--- src/rtl/axi_lite_gpio_slave.sv ---
// axi_lite_gpio_slave
// AXI4-Lite responder exposing the AXI GPIO register map: one or two GPIO
// banks with per-bit tri-state control and an interrupt on input change.
//
// Ports:
//   clk_i, rst_ni               clock, synchronous active-low reset
//   s_axi_aw*/w*/b*             AXI4-Lite write address/data/response
//   s_axi_ar*/r*                AXI4-Lite read address/data
//   gpio_i/gpio_o/gpio_t        channel 1 pins (tri bit 1 = input)
//   gpio2_i/gpio2_o/gpio2_t     channel 2 pins (only live when DUAL_CHANNEL)
//   irq_o                       registered level interrupt
//
// Register map (byte offsets, addr[1:0] ignored):
//   0x000 DATA, 0x004 TRI, 0x008 DATA2, 0x00C TRI2,
//   0x11C GIER (bit 31), 0x120 ISR [1:0] (toggle-on-write), 0x128 IER [1:0]
module axi_lite_gpio_slave #(
  parameter int          GPIO_WIDTH   = 32,
  parameter logic        DUAL_CHANNEL = 1'b0,
  parameter logic        INTERRUPT_EN = 1'b1,
  parameter logic [31:0] DOUT_DEFAULT = 32'h0000_0000,
  parameter logic [31:0] TRI_DEFAULT  = 32'hFFFF_FFFF
) (
  input  logic                  clk_i,
  input  logic                  rst_ni,
  input  logic [8:0]            s_axi_awaddr,
  input  logic                  s_axi_awvalid,
  output logic                  s_axi_awready,
  input  logic [31:0]           s_axi_wdata,
  input  logic [3:0]            s_axi_wstrb,
  input  logic                  s_axi_wvalid,
  output logic                  s_axi_wready,
  output logic [1:0]            s_axi_bresp,
  output logic                  s_axi_bvalid,
  input  logic                  s_axi_bready,
  input  logic [8:0]            s_axi_araddr,
  input  logic                  s_axi_arvalid,
  output logic                  s_axi_arready,
  output logic [31:0]           s_axi_rdata,
  output logic [1:0]            s_axi_rresp,
  output logic                  s_axi_rvalid,
  input  logic                  s_axi_rready,
  input  logic [GPIO_WIDTH-1:0] gpio_i,
  output logic [GPIO_WIDTH-1:0] gpio_o,
  output logic [GPIO_WIDTH-1:0] gpio_t,
  input  logic [GPIO_WIDTH-1:0] gpio2_i,
  output logic [GPIO_WIDTH-1:0] gpio2_o,
  output logic [GPIO_WIDTH-1:0] gpio2_t,
  output logic                  irq_o
);

  // Word indices (byte offset >> 2)
  localparam logic [6:0] IDX_DATA  = 7'h00;
  localparam logic [6:0] IDX_TRI   = 7'h01;
  localparam logic [6:0] IDX_DATA2 = 7'h02;
  localparam logic [6:0] IDX_TRI2  = 7'h03;
  localparam logic [6:0] IDX_GIER  = 7'h47;
  localparam logic [6:0] IDX_ISR   = 7'h48;
  localparam logic [6:0] IDX_IER   = 7'h4A;

  localparam logic [GPIO_WIDTH-1:0] DOUT_RST = DOUT_DEFAULT[GPIO_WIDTH-1:0];
  localparam logic [GPIO_WIDTH-1:0] TRI_RST  = TRI_DEFAULT[GPIO_WIDTH-1:0];
  // ISR[1] only exists with a second channel
  localparam logic [1:0] ISR_MASK = DUAL_CHANNEL ? 2'b11 : 2'b01;

  // Zero-extend a channel-wide value to the 32-bit bus width
  function automatic logic [31:0] widen(input logic [GPIO_WIDTH-1:0] v);
    widen = 32'h0000_0000;
    widen[GPIO_WIDTH-1:0] = v;
  endfunction

  // Replace the strobed bytes of old with the matching bytes of data
  function automatic logic [31:0] byte_merge(input logic [31:0] old,
                                             input logic [31:0] data,
                                             input logic [3:0]  strb);
    logic [31:0] m;
    m = {{8{strb[3]}}, {8{strb[2]}}, {8{strb[1]}}, {8{strb[0]}}};
    byte_merge = (old & ~m) | (data & m);
  endfunction

  // Channel state
  logic                  aw_held_r, w_held_r, bvalid_r, rvalid_r, irq_r;
  logic [6:0]            aw_addr_r;
  logic [31:0]           w_data_r, rdata_r;
  logic [3:0]            w_strb_r;
  logic [GPIO_WIDTH-1:0] data1_r, tri1_r, data2_r, tri2_r;
  logic [GPIO_WIDTH-1:0] data1_n, tri1_n, data2_n, tri2_n;
  logic                  gier_r, gier_n;
  logic [1:0]            isr_r, isr_n, ier_r, ier_n, isr_tog_s, isr_set_s;
  logic [GPIO_WIDTH-1:0] sync1_a_r, sync1_b_r, hist1_r;
  logic [GPIO_WIDTH-1:0] sync2_a_r, sync2_b_r, hist2_r;

  logic        aw_hs_s, w_hs_s, ar_hs_s, commit_s;
  logic [6:0]  wr_idx_s, rd_idx_s;
  logic [31:0] wr_data_s, rd_mux_s;
  logic [3:0]  wr_strb_s;
  logic [31:0] mrg_data1_s, mrg_tri1_s, mrg_data2_s, mrg_tri2_s;
  logic        unused_addr_bits_s;

  assign unused_addr_bits_s = ^{s_axi_awaddr[1:0], s_axi_araddr[1:0]};

  assign s_axi_awready = !aw_held_r && !bvalid_r;
  assign s_axi_wready  = !w_held_r && !bvalid_r;
  assign s_axi_arready = !rvalid_r;
  assign s_axi_bvalid  = bvalid_r;
  assign s_axi_rvalid  = rvalid_r;
  assign s_axi_rdata   = rdata_r;
  assign s_axi_bresp   = 2'b00;
  assign s_axi_rresp   = 2'b00;
  assign irq_o         = irq_r;
  assign gpio_o        = data1_r;
  assign gpio_t        = tri1_r;

  // Channel 2 pins are parked (driven low, all inputs) without a second bank
  always_comb begin
    if (DUAL_CHANNEL) begin
      gpio2_o = data2_r;
      gpio2_t = tri2_r;
    end else begin
      gpio2_o = {GPIO_WIDTH{1'b0}};
      gpio2_t = {GPIO_WIDTH{1'b1}};
    end
  end

  // Handshakes and write-commit detection; held values take priority
  always_comb begin
    aw_hs_s  = s_axi_awvalid && s_axi_awready;
    w_hs_s   = s_axi_wvalid && s_axi_wready;
    ar_hs_s  = s_axi_arvalid && s_axi_arready;
    commit_s = (aw_held_r || aw_hs_s) && (w_held_r || w_hs_s);
    rd_idx_s = s_axi_araddr[8:2];
    if (aw_held_r) begin
      wr_idx_s = aw_addr_r;
    end else begin
      wr_idx_s = s_axi_awaddr[8:2];
    end
    if (w_held_r) begin
      wr_data_s = w_data_r;
      wr_strb_s = w_strb_r;
    end else begin
      wr_data_s = s_axi_wdata;
      wr_strb_s = s_axi_wstrb;
    end
  end

  // Register next-state: byte-merged writes, ISR toggle, hardware set wins
  always_comb begin
    data1_n     = data1_r;
    tri1_n      = tri1_r;
    data2_n     = data2_r;
    tri2_n      = tri2_r;
    gier_n      = gier_r;
    ier_n       = ier_r;
    isr_tog_s   = 2'b00;
    mrg_data1_s = byte_merge(widen(data1_r), wr_data_s, wr_strb_s);
    mrg_tri1_s  = byte_merge(widen(tri1_r), wr_data_s, wr_strb_s);
    mrg_data2_s = byte_merge(widen(data2_r), wr_data_s, wr_strb_s);
    mrg_tri2_s  = byte_merge(widen(tri2_r), wr_data_s, wr_strb_s);
    isr_set_s   = {DUAL_CHANNEL && (sync2_b_r != hist2_r), sync1_b_r != hist1_r};
    if (commit_s) begin
      case (wr_idx_s)
        IDX_DATA: data1_n = mrg_data1_s[GPIO_WIDTH-1:0];
        IDX_TRI:  tri1_n  = mrg_tri1_s[GPIO_WIDTH-1:0];
        IDX_DATA2: begin
          if (DUAL_CHANNEL) data2_n = mrg_data2_s[GPIO_WIDTH-1:0];
          else              data2_n = data2_r;
        end
        IDX_TRI2: begin
          if (DUAL_CHANNEL) tri2_n = mrg_tri2_s[GPIO_WIDTH-1:0];
          else              tri2_n = tri2_r;
        end
        IDX_GIER: begin
          if (INTERRUPT_EN && wr_strb_s[3]) gier_n = wr_data_s[31];
          else                              gier_n = gier_r;
        end
        IDX_ISR: begin
          if (wr_strb_s[0]) isr_tog_s = wr_data_s[1:0] & ISR_MASK;
          else              isr_tog_s = 2'b00;
        end
        IDX_IER: begin
          if (INTERRUPT_EN && wr_strb_s[0]) ier_n = wr_data_s[1:0];
          else                              ier_n = ier_r;
        end
        default: data1_n = data1_r;
      endcase
    end else begin
      data1_n = data1_r;
    end
    if (INTERRUPT_EN) begin
      isr_n = (isr_r ^ isr_tog_s) | isr_set_s;
    end else begin
      isr_n = 2'b00;
    end
  end

  // Read mux: DATA shows the pin for input bits and the output register otherwise
  always_comb begin
    rd_mux_s = 32'h0000_0000;
    case (rd_idx_s)
      IDX_DATA: rd_mux_s = widen((tri1_r & sync1_b_r) | (~tri1_r & data1_r));
      IDX_TRI:  rd_mux_s = widen(tri1_r);
      IDX_DATA2: begin
        if (DUAL_CHANNEL) rd_mux_s = widen((tri2_r & sync2_b_r) | (~tri2_r & data2_r));
        else              rd_mux_s = 32'h0000_0000;
      end
      IDX_TRI2: begin
        if (DUAL_CHANNEL) rd_mux_s = widen(tri2_r);
        else              rd_mux_s = 32'h0000_0000;
      end
      IDX_GIER: rd_mux_s = {gier_r, 31'h0000_0000};
      IDX_ISR:  rd_mux_s = {30'h0000_0000, isr_r};
      IDX_IER:  rd_mux_s = {30'h0000_0000, ier_r};
      default:  rd_mux_s = 32'h0000_0000;
    endcase
  end

  // Write channel: AW/W holding registers and the B response
  always_ff @(posedge clk_i) begin
    if (!rst_ni) begin
      aw_held_r <= 1'b0;
      aw_addr_r <= 7'h00;
      w_held_r  <= 1'b0;
      w_data_r  <= 32'h0000_0000;
      w_strb_r  <= 4'h0;
      bvalid_r  <= 1'b0;
    end else if (commit_s) begin
      aw_held_r <= 1'b0;
      w_held_r  <= 1'b0;
      bvalid_r  <= 1'b1;
    end else begin
      if (aw_hs_s) begin
        aw_held_r <= 1'b1;
        aw_addr_r <= s_axi_awaddr[8:2];
      end
      if (w_hs_s) begin
        w_held_r <= 1'b1;
        w_data_r <= s_axi_wdata;
        w_strb_r <= s_axi_wstrb;
      end
      if (bvalid_r && s_axi_bready) bvalid_r <= 1'b0;
    end
  end

  // Read channel: register data on AR handshake, hold until accepted
  always_ff @(posedge clk_i) begin
    if (!rst_ni) begin
      rvalid_r <= 1'b0;
      rdata_r  <= 32'h0000_0000;
    end else if (ar_hs_s) begin
      rvalid_r <= 1'b1;
      rdata_r  <= rd_mux_s;
    end else if (rvalid_r && s_axi_rready) begin
      rvalid_r <= 1'b0;
    end
  end

  // Architectural GPIO and interrupt registers
  always_ff @(posedge clk_i) begin
    if (!rst_ni) begin
      data1_r <= DOUT_RST;
      tri1_r  <= TRI_RST;
      data2_r <= DOUT_RST;
      tri2_r  <= TRI_RST;
      gier_r  <= 1'b0;
      isr_r   <= 2'b00;
      ier_r   <= 2'b00;
    end else begin
      data1_r <= data1_n;
      tri1_r  <= tri1_n;
      data2_r <= data2_n;
      tri2_r  <= tri2_n;
      gier_r  <= gier_n;
      isr_r   <= isr_n;
      ier_r   <= ier_n;
    end
  end

  // Two-flop input synchronizers plus history flop for change detection
  always_ff @(posedge clk_i) begin
    if (!rst_ni) begin
      sync1_a_r <= {GPIO_WIDTH{1'b0}};
      sync1_b_r <= {GPIO_WIDTH{1'b0}};
      hist1_r   <= {GPIO_WIDTH{1'b0}};
      sync2_a_r <= {GPIO_WIDTH{1'b0}};
      sync2_b_r <= {GPIO_WIDTH{1'b0}};
      hist2_r   <= {GPIO_WIDTH{1'b0}};
    end else begin
      sync1_a_r <= gpio_i;
      sync1_b_r <= sync1_a_r;
      hist1_r   <= sync1_b_r;
      sync2_a_r <= gpio2_i;
      sync2_b_r <= sync2_a_r;
      hist2_r   <= sync2_b_r;
    end
  end

  // Registered interrupt level
  always_ff @(posedge clk_i) begin
    if (!rst_ni) begin
      irq_r <= 1'b0;
    end else begin
      irq_r <= INTERRUPT_EN && gier_r && |(isr_r & ier_r);
    end
  end

endmodule

--- config.mk ---
export PLATFORM = sky130hd
export DESIGN_NAME = axi_lite_gpio_slave
export DESIGN_NICKNAME = d
export VERILOG_FILES = /design/src/rtl/axi_lite_gpio_slave.sv
export SDC_FILE = /design/constraint.sdc
export NUM_CORES = 1
export LEC_CHECK = 0
export BUFFER_PORTS_ARGS = -buffer_cell sky130_fd_sc_hd__buf_2
export CORE_ASPECT_RATIO = 1.1
export CORE_MARGIN = 2
export CORE_UTILIZATION = 47
export CTS_CLUSTER_DIAMETER = 120
export DETAILED_ROUTE_END_ITERATION = 6
export HOLD_SLACK_MARGIN = 0.05
export MAX_ROUTING_LAYER = met4
export PLACE_DENSITY = 0.76
export SYNTH_ARGS = -nofsm -noshare
export SYNTH_HDL_FRONTEND = slang
export SYNTH_SLANG_ARGS = --single-unit
--- constraint.sdc ---
create_clock -name clk_i -period 2.4 [get_ports clk_i]
set_clock_uncertainty 0.05 [all_clocks]
set_input_delay 0 -clock clk_i [delete_from_list [all_inputs] [get_ports clk_i]]
set_output_delay 0 -clock clk_i [all_outputs]
set_load 0.03 [all_outputs]
Yosys cells after proc, flatten, opt, wreduce, memory -nomap -nowiden
Index checks and enable logic that the tools add are counted.

storage, ports and cells
  flip-flop bits (word level) = 245
  output and inout port bits = 170
  logic and storage cells = 79

operators by class
  equality and inequality tests = 9
  multiplexer cells = 11
  bitwise gates (word level) = 15
  reductions and logical operators = 27

operators by type and width
  kind                                           number
  AND 32 bit                                     5
  case mux 32 bit (5 select lines)               1
  bitwise OR 32 bit                              3
  NOT 32 bit                                     2
  == test 7 bit, second input constant           6
  2-to-1 mux 32 bit                              1
  inequality test 32 bit                         1
  == test 7 x 1 -> 1 bit, second input constant  2
  logical NOT 7 bit                              2
  logical AND 1 bit                              9
  AND reduction 2 bit                            4
  2-to-1 mux 1 bit                               7
  2-to-1 mux 7 bit                               1
  AND reduction 3 bit                            2
  logical NOT 1 bit                              4
  2-to-1 mux 4 bit                               1
  nonzero test 2 bit                             2
  OR reduction 2 bit                             2
  AND 2 bit                                      1
  logical OR 1 bit                               2
  NOT 1 bit                                      2
  bitwise OR 2 x 1 -> 2 bit                      1
  XOR 2 bit                                      1

Longest topological paths before layout
  depth after elaboration = 8
  gate-level depth with buffers = 8
  mapped depth without buffers = 4

Worst setup path before layout
No wires, ideal clock.

  kind = reg2reg
  start point = register aw_held_r
  end point = register (tool-made name)
  setup time = 0.119 ns
  arrival time = 2.024 ns
  data required time = 2.231 ns
  path slack = 0.207 ns
  stages on the path, launching flop included = 9
  buffers on the path = 4
  clock period less this slack = 2.193 ns
  path through = dfxtp_1 > buf_6 > or3_4 > a211o_1 > buf_6 > or3_1 > buf_2 > buf_6 > o221a_1

RTL lines
  item                      line  source
  start: declaration        81    logic aw_held_r, w_held_r, bvalid_r, rvalid_r, irq_r;
  start signal: assignment  219   aw_held_r <= 1'b0;
  start signal: assignment  226   aw_held_r <= 1'b0;
  start signal: assignment  231   aw_held_r <= 1'b1;

==> qor.csv <==
metric,value,unit
remaining antenna violation count after routing,0,
GR Overflow Total,0,
most frequent cells in the layout,"dfxtp_1 (243), buf_2 (189), nand2_1 (136)",
"flops & latches, synth",244,
fraction of layout cells with a size suffix above 1,20.5,%
via count,8860,
Sink Count,244,
area of the mapped netlist,0.0102,sq mm
RePlAce Congestion,0.867,
cells along the critical path,"buf_4, o22ai_1, a211o_2, buf_12, or3_1, o211ai_1",
pwr dens,706,mW/mm^2
Inserted Clock Buffers,25,
post-synth top area cell,dfxtp_1,
actual slew at the worst max-slew pin,843,ps
row count,56,
Worst VDD drop,457,uV
post-DP HPWL,19800,um
NumNets Final,1491,
root buffer cell,clkbuf_16,
fmax,436,MHz
# Max-Cap Violations,0,
Hold WS,133,ps
worst setup path category,flop to flop,
top area cells in the synthesized netlist,"dfxtp_1 (48%), and2_1 (5.9%), buf_4 (5.0%)",
largest net degree at the start of global routing,97,
Die Y,159,um
synth unique cells,51,
CP peak stage delay,560,ps
vias per cell,5.30,
n_diodes,0,
Finished Layout Cells,1672,
Fillers,1816,
CTS H-Tree Depth,1,
CP endpoint kind,flop,
Die ar.,0.0229,sq mm
Initial Utilization,47.9,%
final worst path period share,95.5,%
clk_lat worst skew,540,ps
first-pass GRT wire length,44400,um
mean cell area of the mapped netlist,9.26,sq um
initial antenna violation count,0,
vias in the first global route,8315,
Critical-path top delay cell,or3_1,
post-synth top area share,47.8,%
max-slew violations,0,
number of remaining DRC errors,0,
"commonest non-fill, non-tap cell in the layout",dfxtp_1,
number of flops mapped to enable cells by yosys,0,
CTS tree,built,
clk buf depth,3,
"Hold Vio Cnt, Final",0,
Syn Inst Count,1103,
Max-slew headroom,43.7,%
Port Buf Inserts,190,
GRT Total Usage,25.4,%
Main synth FF type,dfxtp_1,
Crit Path Max Fanout,54,
Area Growth Syn to Fin,26.8,%
sequential area share after synthesis,47.8,%
# placed instances,1536,
outcome,"complete, no violations",
Post-CTS Setup Inserts,0,
ys async rst share,0,%
Setup-failing EPs final,0,
I/O Pins,295,
wire per inst,17.5,um
Startpoint Class,flop,
core area,0.0213,sq mm
WP data arrival,2670,ps
Hold WC Path Type,primary input to flop,
Routed WL,29200,um
post-layout min period,2290,ps
Pleak,5.15,nW
"CTS clk-pin slew, worst paths",60,ps
initial drt markers,565,
drt first pass iters,6,
Setup TNS Final,0,ps
Worst Path Required,2780,ps
die width,145,um
RSZ-0062 raised after global routing,no,
Synthesis Warnings,0,
-- worst paths after layout --
path	start	end	slack (ps)	depth (start not counted)
max	aw_held_r$_SDFFE_PP0P_	flop	110	6
min	s_axi_arvalid	s_axi_rdata[1]$_SDFFE_PN0P_	130	4
max reg2reg	aw_held_r$_SDFFE_PP0P_	flop	110	6
min reg2reg	sync1_a_r[14]$_SDFF_PN0_	sync1_b_r[14]$_SDFF_PN0_	380	1
-- layer usage --
layer	part of all wire (%)	GRT usage, %	vias to the layer above	wire [um]
met5	0	-	-	0
met4	4.3	10.9	0	1260
met3	6.7	3.22	73	1960
met2	49	43.3	376	14300
met1	40	30.4	4167	11700
li1	-	-	4244	-
-- timing repair --
| action | 4_1_cts | 5_1_grt |
|---|---|---|
| endpoints found under the hold margin | 158 | 0 |
| setup endpoints to repair | 0 | 13 |
| hold buffers | 93 | 0 |
| gates resized for setup | 0 | 1 |
-- through the flow --
step / setup WS (ps) / utilization [%] / area [sq um] / power (mW)
CTS: 145 / 60.8 / 12900 / 9.15
detailed placement: 182 / 52.7 / 11200 / 5.37
floorplan: 207 / - / 10500 / 5.12
global placement: 232 / 52.7 / 11200 / 5.35
finish: 109 / 60.8 / 12900 / 9.14
global route: 14.1 / 60.8 / 12900 / 9.44
-- power by group --
| part | internal, mW | switching, mW |
|---|---|---|
| sequential | 4.17 | 0.0908 |
| combinational | 0.441 | 0.727 |
| clock | 2.12 | 1.58 |
| total | 6.73 | 2.40 |
-- cell type report --
| type | count | area [sq um] | area share, % |
|---|---|---|---|
| sequential | 244 | 4890 | 37.7 |
| multi-input combinational | 774 | 4730 | 36.5 |
| timing repair buffer | 316 | 2170 | 16.8 |
| clock buffer | 32 | 682 | 5.27 |
| tap | 290 | 363 | 2.80 |
| clock inverter | 11 | 101 | 0.783 |
| inverter | 5 | 18.8 | 0.145 |
-- Yosys cell counts, types with 10 or more instances --
cell        n
nand2b_1   33
clkbuf_1   62
o211ai_1   16
and2_1     96
or4_1      18
o221a_1    30
buf_4      68
nor2_1     16
nand4_1    10
dfxtp_1   244
mux2i_1    43
xnor2_1    32
nand2_1   136
nand3_1    50
a21oi_1    69
o31ai_1    34
o21ai_0    68
-- critical path: cells and delay by family (launching register included) --
kind,cells,cell delay (ps)
buffers and inverters,2,430
DFF,1,380
and+or+nand+nor,1,560
AOI/OAI and AO/OA,3,740
-- kinds of logic (layout without fill, tap and decap cells) --
| family | after synthesis | count (layout) | share of synthesized area [%] |
|---|---|---|---|
| compound gates | 233 | 233 | 15.1 |
| other cells | 2 | 68 | 0.0736 |
| buf+inv | 151 | 364 | 8.51 |
| simple gates | 389 | 389 | 20.5 |
| mux | 52 | 52 | 5.23 |
| flops | 244 | 244 | 47.8 |
| xor+xnor | 32 | 32 | 2.75 |
Power figures use the tool's default switching activity.
